==> src/rtl/ipf_pkg.sv <==
// Shared types, constants and helpers for the in-loop post-filter front end.
// Parameter-word layout is common to the LCU feeder and the filter itself.
package ipf_pkg;

   localparam int unsigned IMG_W   = 128;
   localparam int unsigned ADDR_W  = 14;
   localparam int unsigned DATA_W  = 8;
   localparam int unsigned COORD_W = 7;
   localparam int unsigned LCU_W   = 3;
   localparam int unsigned PIX_W   = 6;
   localparam int unsigned PIDX_W  = 6;

   localparam logic [1:0] SIZE_16 = 2'd0;
   localparam logic [1:0] SIZE_32 = 2'd1;
   localparam logic [1:0] SIZE_64 = 2'd2;

   localparam int unsigned PARAM_W   = 24;
   localparam int unsigned TYPE_W    = 2;
   localparam int unsigned BAND_W    = 5;
   localparam int unsigned OFFS_W    = 16;
   localparam int unsigned TYPE_LSB  = 22;
   localparam int unsigned BAND_LSB  = 17;
   localparam int unsigned CLASS_BIT = 16;
   localparam int unsigned OFFS_LSB  = 0;

   typedef enum logic [2:0] {
      ST_IDLE, ST_PARAM, ST_PLATCH, ST_STREAM, ST_DRAIN, ST_DONE
   } state_e;

   typedef struct packed {
      logic [TYPE_W-1:0] typ;
      logic [BAND_W-1:0] band_pos;
      logic              wo_class;
      logic [OFFS_W-1:0] offset;
   } param_t;

   function automatic logic [1:0] clamp_size(input logic [1:0] cfg);
      return (cfg == 2'd3) ? SIZE_64 : cfg;
   endfunction

   // Last pixel offset inside an LCU (side - 1).
   function automatic logic [PIX_W-1:0] side_m1(input logic [1:0] size);
      return PIX_W'((16 << size) - 1);
   endfunction

   // Last LCU coordinate along one axis (LCUs per row - 1).
   function automatic logic [LCU_W-1:0] lcus_m1(input logic [1:0] size);
      return LCU_W'((8 >> size) - 1);
   endfunction

   function automatic logic [COORD_W-1:0] lcu_origin(input logic [LCU_W-1:0] lcu,
                                                     input logic [1:0]       size);
      return COORD_W'(32'(lcu) << (4 + size));
   endfunction

   function automatic logic [PIDX_W-1:0] lcu_index(input logic [LCU_W-1:0] ly,
                                                   input logic [LCU_W-1:0] lx,
                                                   input logic [1:0]       size);
      return PIDX_W'((32'(ly) << (3 - size)) + 32'(lx));
   endfunction

endpackage

==> src/rtl/lcu_feed_skid.sv <==
// Two-entry skid FIFO between the frame-buffer read pipe and the filter input.
module lcu_feed_skid
   import ipf_pkg::*;
(
   input  logic              clk,
   input  logic              reset,
   input  logic              push_i,
   input  logic [DATA_W-1:0] data_i,
   input  logic              pop_i,
   output logic [1:0]        count_o,
   output logic [DATA_W-1:0] head_o
);

   logic [DATA_W-1:0] mem_q [2];
   logic              wr_ptr_q;
   logic              rd_ptr_q;
   logic [1:0]        count_q;

   always_ff @(posedge clk or posedge reset) begin
      if (reset) begin
         mem_q[0] <= '0;
         mem_q[1] <= '0;
         wr_ptr_q <= 1'b0;
         rd_ptr_q <= 1'b0;
         count_q  <= 2'd0;
      end else begin
         if (push_i) begin
            mem_q[wr_ptr_q] <= data_i;
            wr_ptr_q        <= ~wr_ptr_q;
         end
         if (pop_i) begin
            rd_ptr_q <= ~rd_ptr_q;
         end
         count_q <= count_q + 2'(push_i) - 2'(pop_i);
      end
   end

   assign count_o = count_q;
   assign head_o  = mem_q[rd_ptr_q];

endmodule

==> src/rtl/lcu_feeder.sv <==
// Walks the frame buffer LCU by LCU and streams pixels plus per-LCU sideband to the IPF.
// Optional macro LCU_FEEDER_PERF_EN adds the stall_cycles backpressure counter.
module lcu_feeder
   import ipf_pkg::*;
(
   input  logic                clk,
   input  logic                reset,
   input  logic                start,
   input  logic [1:0]          lcu_size_cfg,
   output logic                mem_rd,
   output logic [ADDR_W-1:0]   mem_addr,
   input  logic [DATA_W-1:0]   mem_data,
   output logic                param_rd,
   output logic [PIDX_W-1:0]   param_addr,
   input  logic [PARAM_W-1:0]  param_data,
   input  logic                busy,
   output logic                in_en,
   output logic [DATA_W-1:0]   din,
   output logic [TYPE_W-1:0]   ipf_type,
   output logic [BAND_W-1:0]   ipf_band_pos,
   output logic                ipf_wo_class,
   output logic [OFFS_W-1:0]   ipf_offset,
   output logic [LCU_W-1:0]    lcu_x,
   output logic [LCU_W-1:0]    lcu_y,
   output logic [1:0]          lcu_size,
   output logic                done
`ifdef LCU_FEEDER_PERF_EN
   ,
   output logic [15:0]         stall_cycles
`endif
);

   state_e             state_q;
   logic [1:0]         size_q;
   logic [LCU_W-1:0]   lcu_x_q, lcu_y_q;
   logic [PIX_W-1:0]   px_q, py_q;
   logic               param_rd_q;
   logic [PIDX_W-1:0]  param_addr_q;
   param_t             side_q;
   logic               done_q;
   logic               infl_q;

   logic [1:0]         fifo_count;
   logic               pop_c, issue_c;
   logic [2:0]         occ_c;
   logic               px_last_c, last_pix_c, x_wrap_c, last_lcu_c, drained_c;
   logic [LCU_W-1:0]   nx_c, ny_c;
   logic [COORD_W-1:0] x_c, y_c;

   lcu_feed_skid u_skid (
      .clk     (clk),
      .reset   (reset),
      .push_i  (infl_q),
      .data_i  (mem_data),
      .pop_i   (pop_c),
      .count_o (fifo_count),
      .head_o  (din)
   );

   // Read strobe is combinational so the credit check sees this cycle's pop.
   assign in_en   = (fifo_count != 2'd0);
   assign pop_c   = in_en & ~busy;
   assign occ_c   = 3'(fifo_count) + 3'(infl_q) - 3'(pop_c);
   assign issue_c = (state_q == ST_STREAM) && (occ_c < 3'd2);

   assign px_last_c  = (px_q == side_m1(size_q));
   assign last_pix_c = px_last_c && (py_q == side_m1(size_q));
   assign x_wrap_c   = (lcu_x_q == lcus_m1(size_q));
   assign last_lcu_c = x_wrap_c && (lcu_y_q == lcus_m1(size_q));
   assign nx_c       = x_wrap_c ? '0 : lcu_x_q + LCU_W'(1);
   assign ny_c       = x_wrap_c ? lcu_y_q + LCU_W'(1) : lcu_y_q;
   assign drained_c  = (fifo_count == 2'd0) && !infl_q;

   assign x_c      = lcu_origin(lcu_x_q, size_q) + COORD_W'(px_q);
   assign y_c      = lcu_origin(lcu_y_q, size_q) + COORD_W'(py_q);
   assign mem_rd   = issue_c;
   assign mem_addr = {y_c, x_c};

   always_ff @(posedge clk or posedge reset) begin
      if (reset) begin
         state_q      <= ST_IDLE;
         size_q       <= 2'd0;
         lcu_x_q      <= '0;
         lcu_y_q      <= '0;
         px_q         <= '0;
         py_q         <= '0;
         param_rd_q   <= 1'b0;
         param_addr_q <= '0;
         side_q       <= '0;
         done_q       <= 1'b0;
         infl_q       <= 1'b0;
      end else begin
         param_rd_q <= 1'b0;
         infl_q     <= issue_c;
         case (state_q)
            ST_IDLE, ST_DONE: begin
               if (start) begin
                  size_q       <= clamp_size(lcu_size_cfg);
                  lcu_x_q      <= '0;
                  lcu_y_q      <= '0;
                  done_q       <= 1'b0;
                  param_rd_q   <= 1'b1;
                  param_addr_q <= '0;
                  state_q      <= ST_PARAM;
               end
            end
            ST_PARAM: state_q <= ST_PLATCH;
            ST_PLATCH: begin
               side_q  <= param_t'(param_data);
               px_q    <= '0;
               py_q    <= '0;
               state_q <= ST_STREAM;
            end
            ST_STREAM: begin
               if (issue_c) begin
                  if (px_last_c) begin
                     px_q <= '0;
                     py_q <= py_q + PIX_W'(1);
                  end else begin
                     px_q <= px_q + PIX_W'(1);
                  end
                  if (last_pix_c) state_q <= ST_DRAIN;
               end
            end
            ST_DRAIN: begin
               // Hold off the next parameter fetch until every pixel of this LCU has left.
               if (drained_c) begin
                  if (last_lcu_c) begin
                     done_q  <= 1'b1;
                     state_q <= ST_DONE;
                  end else begin
                     lcu_x_q      <= nx_c;
                     lcu_y_q      <= ny_c;
                     param_rd_q   <= 1'b1;
                     param_addr_q <= lcu_index(ny_c, nx_c, size_q);
                     state_q      <= ST_PARAM;
                  end
               end
            end
            default: state_q <= ST_IDLE;
         endcase
      end
   end

   assign param_rd     = param_rd_q;
   assign param_addr   = param_addr_q;
   assign ipf_type     = side_q.typ;
   assign ipf_band_pos = side_q.band_pos;
   assign ipf_wo_class = side_q.wo_class;
   assign ipf_offset   = side_q.offset;
   assign lcu_x        = lcu_x_q;
   assign lcu_y        = lcu_y_q;
   assign lcu_size     = size_q;
   assign done         = done_q;

`ifdef LCU_FEEDER_PERF_EN
   logic [15:0] stall_q;

   always_ff @(posedge clk or posedge reset) begin
      if (reset) begin
         stall_q <= 16'd0;
      end else if (start && (state_q == ST_IDLE || state_q == ST_DONE)) begin
         stall_q <= 16'd0;
      end else if (in_en && busy && (state_q != ST_DONE) && (stall_q != 16'hFFFF)) begin
         stall_q <= stall_q + 16'd1;
      end
   end

   assign stall_cycles = stall_q;
`endif

endmodule

==> config.mk <==
export PLATFORM = sky130hd
export DESIGN_NAME = lcu_feeder
export DESIGN_NICKNAME = d
export VERILOG_FILES = /design/src/rtl/ipf_pkg.sv /design/src/rtl/lcu_feed_skid.sv /design/src/rtl/lcu_feeder.sv
export SDC_FILE = /design/constraint.sdc
export NUM_CORES = 1
export LEC_CHECK = 0
export ABC_CLOCK_PERIOD_IN_PS = 3800
export CAP_MARGIN = 20
export CORE_ASPECT_RATIO = 0.7
export CORE_MARGIN = 2
export CORE_UTILIZATION = 50
export CTS_CLUSTER_SIZE = 20
export DETAILED_ROUTE_END_ITERATION = 10
export PLACE_DENSITY = 0.82
export SETUP_SLACK_MARGIN = 0.2
export SYNTH_ARGS = -nofsm -noshare
export SYNTH_HDL_FRONTEND = slang
export SYNTH_SLANG_ARGS = --single-unit
==> constraint.sdc <==
create_clock -name clk -period 3.8 [get_ports clk]
set_input_delay 0.38 -clock clk [delete_from_list [all_inputs] [get_ports clk]]
set_output_delay 0.38 -clock clk [all_outputs]
set_load 0.1 [all_outputs]
# Yosys cells after proc, flatten, opt, wreduce, memory -nomap -nowiden
# Index checks and enable logic that the tools add are counted.
totals:
  regBits: 76
  latchBits: 0
  ram_bits: 0
  rom_bits: 0
  output_inout_bits: 64
  elab_cells: 124
  memories: 0
classes:
  addsub: 15
  n_mul: 0
  n_div: 0
  magnitude_cmp: 4
  eq_ne: 17
  shift: 5
  mux: 40
  bitwise_logic: 6
  n_reduce_logical: 18
ops:
  columns: ["cell", "count"]
  rows:
  - ["6-bit two-way mux", 7]
  - ["3-bit two-way mux", 12]
  - ["6-bit one-hot mux with 2 select lines", 3]
  - ["8-bit two-way mux", 4]
  - ["3-bit by 32-bit left shift with 6-bit output", 1]
  - ["3-bit by 32-bit left shift with 7-bit output", 1]
  - ["16-bit bitwise mux", 1]
  - ["3-bit one-hot mux with 5 select lines", 1]
  - ["7-bit by 6-bit adder with 7-bit output", 2]
  - ["2-bit inequality test (second input constant)", 7]
  - ["6-bit by 1-bit adder with 6-bit output (second input constant)", 2]
  - ["6-bit == test", 2]
  - ["3-bit one-hot mux with 2 select lines", 2]
  - ["4-bit AND reduction", 3]
  - ["8-bit demux with 1-bit select", 1]
  - ["3-bit by 4-bit left shift with 7-bit output", 1]
  - ["3-bit by 1-bit adder with 3-bit output (second input constant)", 2]
  - ["6-bit by 3-bit adder with 6-bit output", 1]
  - ["3-bit by 2-bit == test with 1-bit output (second input constant)", 2]
  - ["3-bit == test", 2]
  - ["3-bit == test (second input constant)", 2]
  - ["1-bit two-way mux", 6]
  - ["2-bit nonzero test", 3]
  - ["5-bit by 2-bit left shift with 6-bit output (first input constant)", 1]
  - ["other kinds (26)", 36]

# Longest topological paths before layout
depth:
  word_depth: 9
  depth_mapped: 15
  ltp_nobuf: 14

# Modules after synthesis
# A second synthesis with hierarchy kept.
hier_totals:
  cells_unflattened: 395
  hier_area_um2: 4305.4
modules_own_cells:
  columns: ["mod", "n_inst", "cells_per_inst", "area_each_um2", "seq_area_each_um2"]
  rows:
  - ["lcu_feeder", 1, 338, 3404.5, 1401.3]
  - ["lcu_feed_skid", 1, 57, 900.9, 500.5]

# Least setup slack after synthesis
# OpenSTA, ideal clock, no wires.
synth_path:
  path_type: "register -> output"
  start: "reg size_q[0] (netlist: lcu_size[0])"
  end: "out mem_addr[6]"
  arrival_ps: 3835
  path_slack_ps: -415
  path_stages_with_launch: 7
  cell_sequence: "dfrtp_1 > buf_4 > clkbuf_1 > mux2_2 > nand2_1 > fa_1 > xnor2_1"
synth_between:
  elab_chain_cells: 3
synth_lines:
  columns: ["element", "line", "source"]
  rows:
  - ["from (decl)", "lcu_feeder.sv:34", "logic [1:0] size_q;"]
  - ["from (signal assigned)", "lcu_feeder.sv:98", "size_q <= clamp_size(lcu_size_cfg);"]
  - ["3-bit by 2-bit adder with 4-bit output", "ipf_pkg.sv:53", "return COORD_W'(32'(lcu) << (4 + size));"]
  - ["3-bit by 32-bit left shift with 7-bit output", "ipf_pkg.sv:53", null]
  - ["7-bit by 6-bit adder with 7-bit output", "lcu_feeder.sv:74", "assign x_c = lcu_origin(lcu_x_q, size_q) + COORD_W'(px_q);"]
  - ["to (decl)", "lcu_feeder.sv:11", "output logic [ADDR_W-1:0] mem_addr,"]
# No other way between the ends.

# Worst setup path after layout
layout_path:
  start: "reg size_q[0] (netlist: lcu_size[0])"
  end: "reg param_addr_q[5] (netlist: param_addr[5])"
layout_between:
  elab_chain_cells: 9
  elab_cells_between_ends: 15
  classes_between: "add/sub: 3; eq/ne: 3; shift: 2; mux: 5; reduce/logical: 2"
layout_lines:
  columns: ["element", "line", "source"]
  rows:
  - ["4-bit by 2-bit >> shifter with 3-bit output", "ipf_pkg.sv:48", "return LCU_W'((8 >> size) - 1);"]
  - ["3-bit by 2-bit subtractor with 3-bit output", "ipf_pkg.sv:48", null]
  - ["3-bit == test", "lcu_feeder.sv:68", "assign x_wrap_c = (lcu_x_q == lcus_m1(size_q));"]
  - ["3-bit two-way mux", "lcu_feeder.sv:71", "assign ny_c = x_wrap_c ? lcu_y_q + LCU_W'(1) : lcu_y_q;"]
  - ["3-bit by 32-bit left shift with 6-bit output", "ipf_pkg.sv:59", "return PIDX_W'((32'(ly) << (3 - size)) + 32'(lx));"]
  - ["6-bit by 3-bit adder with 6-bit output", "ipf_pkg.sv:59", null]
  - ["6-bit two-way mux", "lcu_feeder.sv:128", "if (last_lcu_c) begin"]
  - ["6-bit two-way mux", "lcu_feeder.sv:127", "if (drained_c) begin"]
  - ["6-bit one-hot mux with 2 select lines", "lcu_feeder.sv:95", "case (state_q)"]
  - ["to (signal assigned)", "lcu_feeder.sv:135", "param_addr_q <= lcu_index(ny_c, nx_c, size_q);"]
  - ["to (decl)", "lcu_feeder.sv:38", "logic [PIDX_W-1:0] param_addr_q;"]
# Parallel ways exist; a longest one is shown, timed or not. The select of a mux whose other input is x is not followed.
# A chain may end at the register's enable or synchronous reset.

==> metrics <==
Area growth, synth to finish 35.30%; Clock Skew 0.005210 ns; status finished clean; Mapped Nets ~420; # DRC 0; CP Capture Type flip-flop; CTS tree yes; Port-buffer cells 101; first-pass detailed-route iteration total 5; hold wc startpoint param_addr[2]; DR vias 3179; largest family of logic cells by synthesized area multiplexers; die height between 70 and 80 um; Worst path slowest cell dfrtp_4; Synth Area in XOR/XNOR 3.884%; Fin. Hold Viols 0; initial drt markers 249; Setup crit start kind flip-flop; worst r2r path cells 14; width of the die between 100 and 150 um; Routed wire per std cell around 17 um; Data arrival, critical path 3.60 ns; FF-to-FF End param_addr[5]; Clock Path Buffers 2; total track usage 23.16%; clk sinks 76; fmax ~300 MHz; CP required 4.01 ns; TNS Setup 0 ns; crit-path cells nor4b_1, a32oi_2, a21boi_2, xnor2_1, mux2i_1, nand2_1, o21ai_0, ha_1, a21o_1, nand2_1, mux2_2, a22oi_1, xor2_1, o21ai_1; Initial Util approximately half; Die Area 8866 sq um; Max-Cap Viols 0; Core Box Area 7871 sq um; Synth area leader dfrtp_1; Hold WC Path Type flip-flop to flip-flop; final setup vio count 0; RSZ-0062 raised after global routing false; TritonCTS Buffers 9; GPL Wtd Cong roughly 0.88; fillers approximately 600; Mean Syn Cell Area ~11 sq um; Syn Inst Count 371; layout cells sized above 1 21.61%; r2r setup slk 0.41 ns; ys flop type dfrtp_1; root buf cell clkbuf_16; Cell Rows 27; hold depth 2; Worst Path Buf+Inv 0; Post-Synth Simple-Gate Area 11.71%; Max Slew Vio Count 0; boundary pin count between 100 and 150; Crit path top cell by count nand2_1; area share of the largest cell type after synthesis 46.86%; main area contributors after synthesis dfrtp_1, mux2_2, ha_1; YS warnings 0; Hold Path Sink param_addr[2]; first-pass GRT wire length 16280 um; post-synthesis compound-gate area fraction 11.53%; worst reg2reg startpoint lcu_size[0]; initial antenna violation count 0; Clk Latency, worst-skew pair 0.33 ns; dpl hpwl between 7000 and 8000 um; post-synthesis sequential area ratio 46.86%; CTS H-tree depth 3; Placed Cells between 500 and 600; fin area 5492 sq um; largest net degree at the start of global routing 37; worst-margin pin slew 1.001 ns; vias in the first global route between 3000 and 4000; Slew HR 33.06%; vias per cell between 5 and 6; non-filler cells, final 573; ys async rst share 100.0%; fin crit period around 3.4 ns; DRT antenna net count 0; Unique masters post-synth 54; crit path kind flip-flop to flip-flop; flop and latch count out of synthesis 76; Ant. Diodes 0; worst-path maximum fanout 22; Post-synth EDFFs 0; delay-heaviest family, CP compound AO/OA/AOI/OAI gates; Syn Std Cell Area 4059 sq um; Tcrit/Tclk final between 80 and 90%; nets 520; GR Overflow Total 0; Post-DP Area approximately 5100 sq um; CP max stage delay 0.59 ns; clk slew on worst S/H paths 0.06 ns; Hold-fix buffers, CTS 0; Adder-Cell Fraction of Synth Area under 10%; WL final just under 10000 um; post-synthesis mux area share 15.38%
## cell families (layout without fill, tap and decap cells)
logic type | count (synthesis) | count (layout)
AND/OR/NAND/NOR | 95 | 95
adder cells (fa/ha/maj) | 15 | 15
multiplexers | 56 | 56
flip-flops | 76 | 76
AO/OA/AOI/OAI | 69 | 69
buffers and inverters | 42 | 143
XOR/XNOR | 18 | 18
## cells in the mapped netlist, types with 2 or more instances
master / instances
o21ai_0: 19
a32oi_1: 3
nand3b_1: 2
mux2i_1: 5
clkbuf_1: 7
nor4b_1: 2
o21ai_1: 4
nor3_1: 6
nand2_1: 32
a32o_1: 2
nor2b_1: 3
nand4_1: 2
nand3_1: 6
nand2b_1: 5
ha_1: 11
or3_1: 3
o22ai_1: 4
a22o_1: 6
xor2_1: 7
xnor2_1: 11
fa_1: 4
a21o_1: 5
mux2_2: 51
buf_4: 11
a21oi_1: 13
nor2_1: 18
buf_2: 6
and2_1: 3
inv_1: 17
dfrtp_1: 76
nor3b_1: 4
## placed cells by master, fill, tap and decap left out, types with 5 or more instances in the layout
master           instances
a21o_1                   5
a21oi_1                 13
a22o_1                   6
buf_4                   14
clkbuf_16                9
clkdlybuf4s50_1         94
dfrtp_1                 71
ha_1                    11
inv_1                   16
mux2_2                  51
mux2i_1                  5
nand2_1                 32
nand2b_1                 5
nand3_1                  6
nor2_1                  17
nor3_1                   6
o21ai_0                 19
xnor2_1                  9
xor2_1                   7
## worst max path at each step
stage,start,end,slack [ns],cells after the start
final,lcu_size[0],param_addr[5],0.41,14
after global routing,lcu_size[0],param_addr[5],0.25,13
after CTS,lcu_size[0],param_addr[5],0.37,14
after detailed placement,lcu_size[0],param_addr[5],0.38,14
after global placement,lcu_size[0],param_addr[5],0.50,14
after floorplan,lcu_size[0],param_addr[5],0.28,15
## worst reg2reg max path, cell delays in order, from the launching register on
cell      delay, ns
dfrtp_4        0.59
nor4b_1        0.38
a32oi_2        0.17
a21boi_2       0.25
xnor2_1        0.17
mux2i_1        0.14
nand2_1        0.08
o21ai_0        0.08
ha_1           0.32
a21o_1         0.21
nand2_1        0.08
mux2_2         0.32
a22oi_1        0.22
xor2_1         0.16
o21ai_1        0.09
## routing by layer
metal / part of all wire (%) / global-route usage [%] / wire length [um]
met5: 0 / 0 / 0
met4: 1.5 / 6.790 / 150
met3: 6.5 / 6.302 / 634
met1: 45 / 32.77 / 4435
met2: 47 / 35.27 / 4586
## per-stage QoR
stage               hold slack, ns  utilization, %  setup WS (ns)
finish                      0.4887           69.77         0.4111
floorplan                   0.4633               -         0.2843
global placement            0.4631           64.92         0.4991
CTS                         0.4859           69.54         0.3712
detailed placement          0.4619           65.11         0.3848
global route                0.5171           69.77         0.2480
## final cells by class
type                    count  area, sq um  share of cell area [%]
repair buffers            110         1081                   19.69
inverters                  17        63.81                   1.162
multi-input cells         253         1961                   35.70
clock buffers               9        225.2                   4.101
flip-flops and latches     76         1911                   34.79
well taps                 101        126.4                   2.301
clock inverters             7        123.9                   2.256
## flip-flops by register name, indices dropped and copies added, names as in the netlist
name	flops
ipf_offset	16
u_skid.mem_q	16
param_addr	6
px_q	6
py_q	6
ipf_band_pos	5
lcu_x	3
lcu_y	3
state_q	3
ipf_type	2
lcu_size	2
u_skid.count_o	2
done	1
infl_q	1
ipf_wo_class	1
param_rd	1
u_skid.rd_ptr_q	1
u_skid.wr_ptr_q	1
## timing repair
item | CTS | global route
buffers inserted | 0 | 2
hold endpoints to repair | 0 | 0
endpoints found under the setup margin | 0 | 1
gates resized for setup | 0 | 1
Power is left out: the tool's default activity adds up to more than one toggle a clock period on the data nets, which glitch-free logic cannot reach.
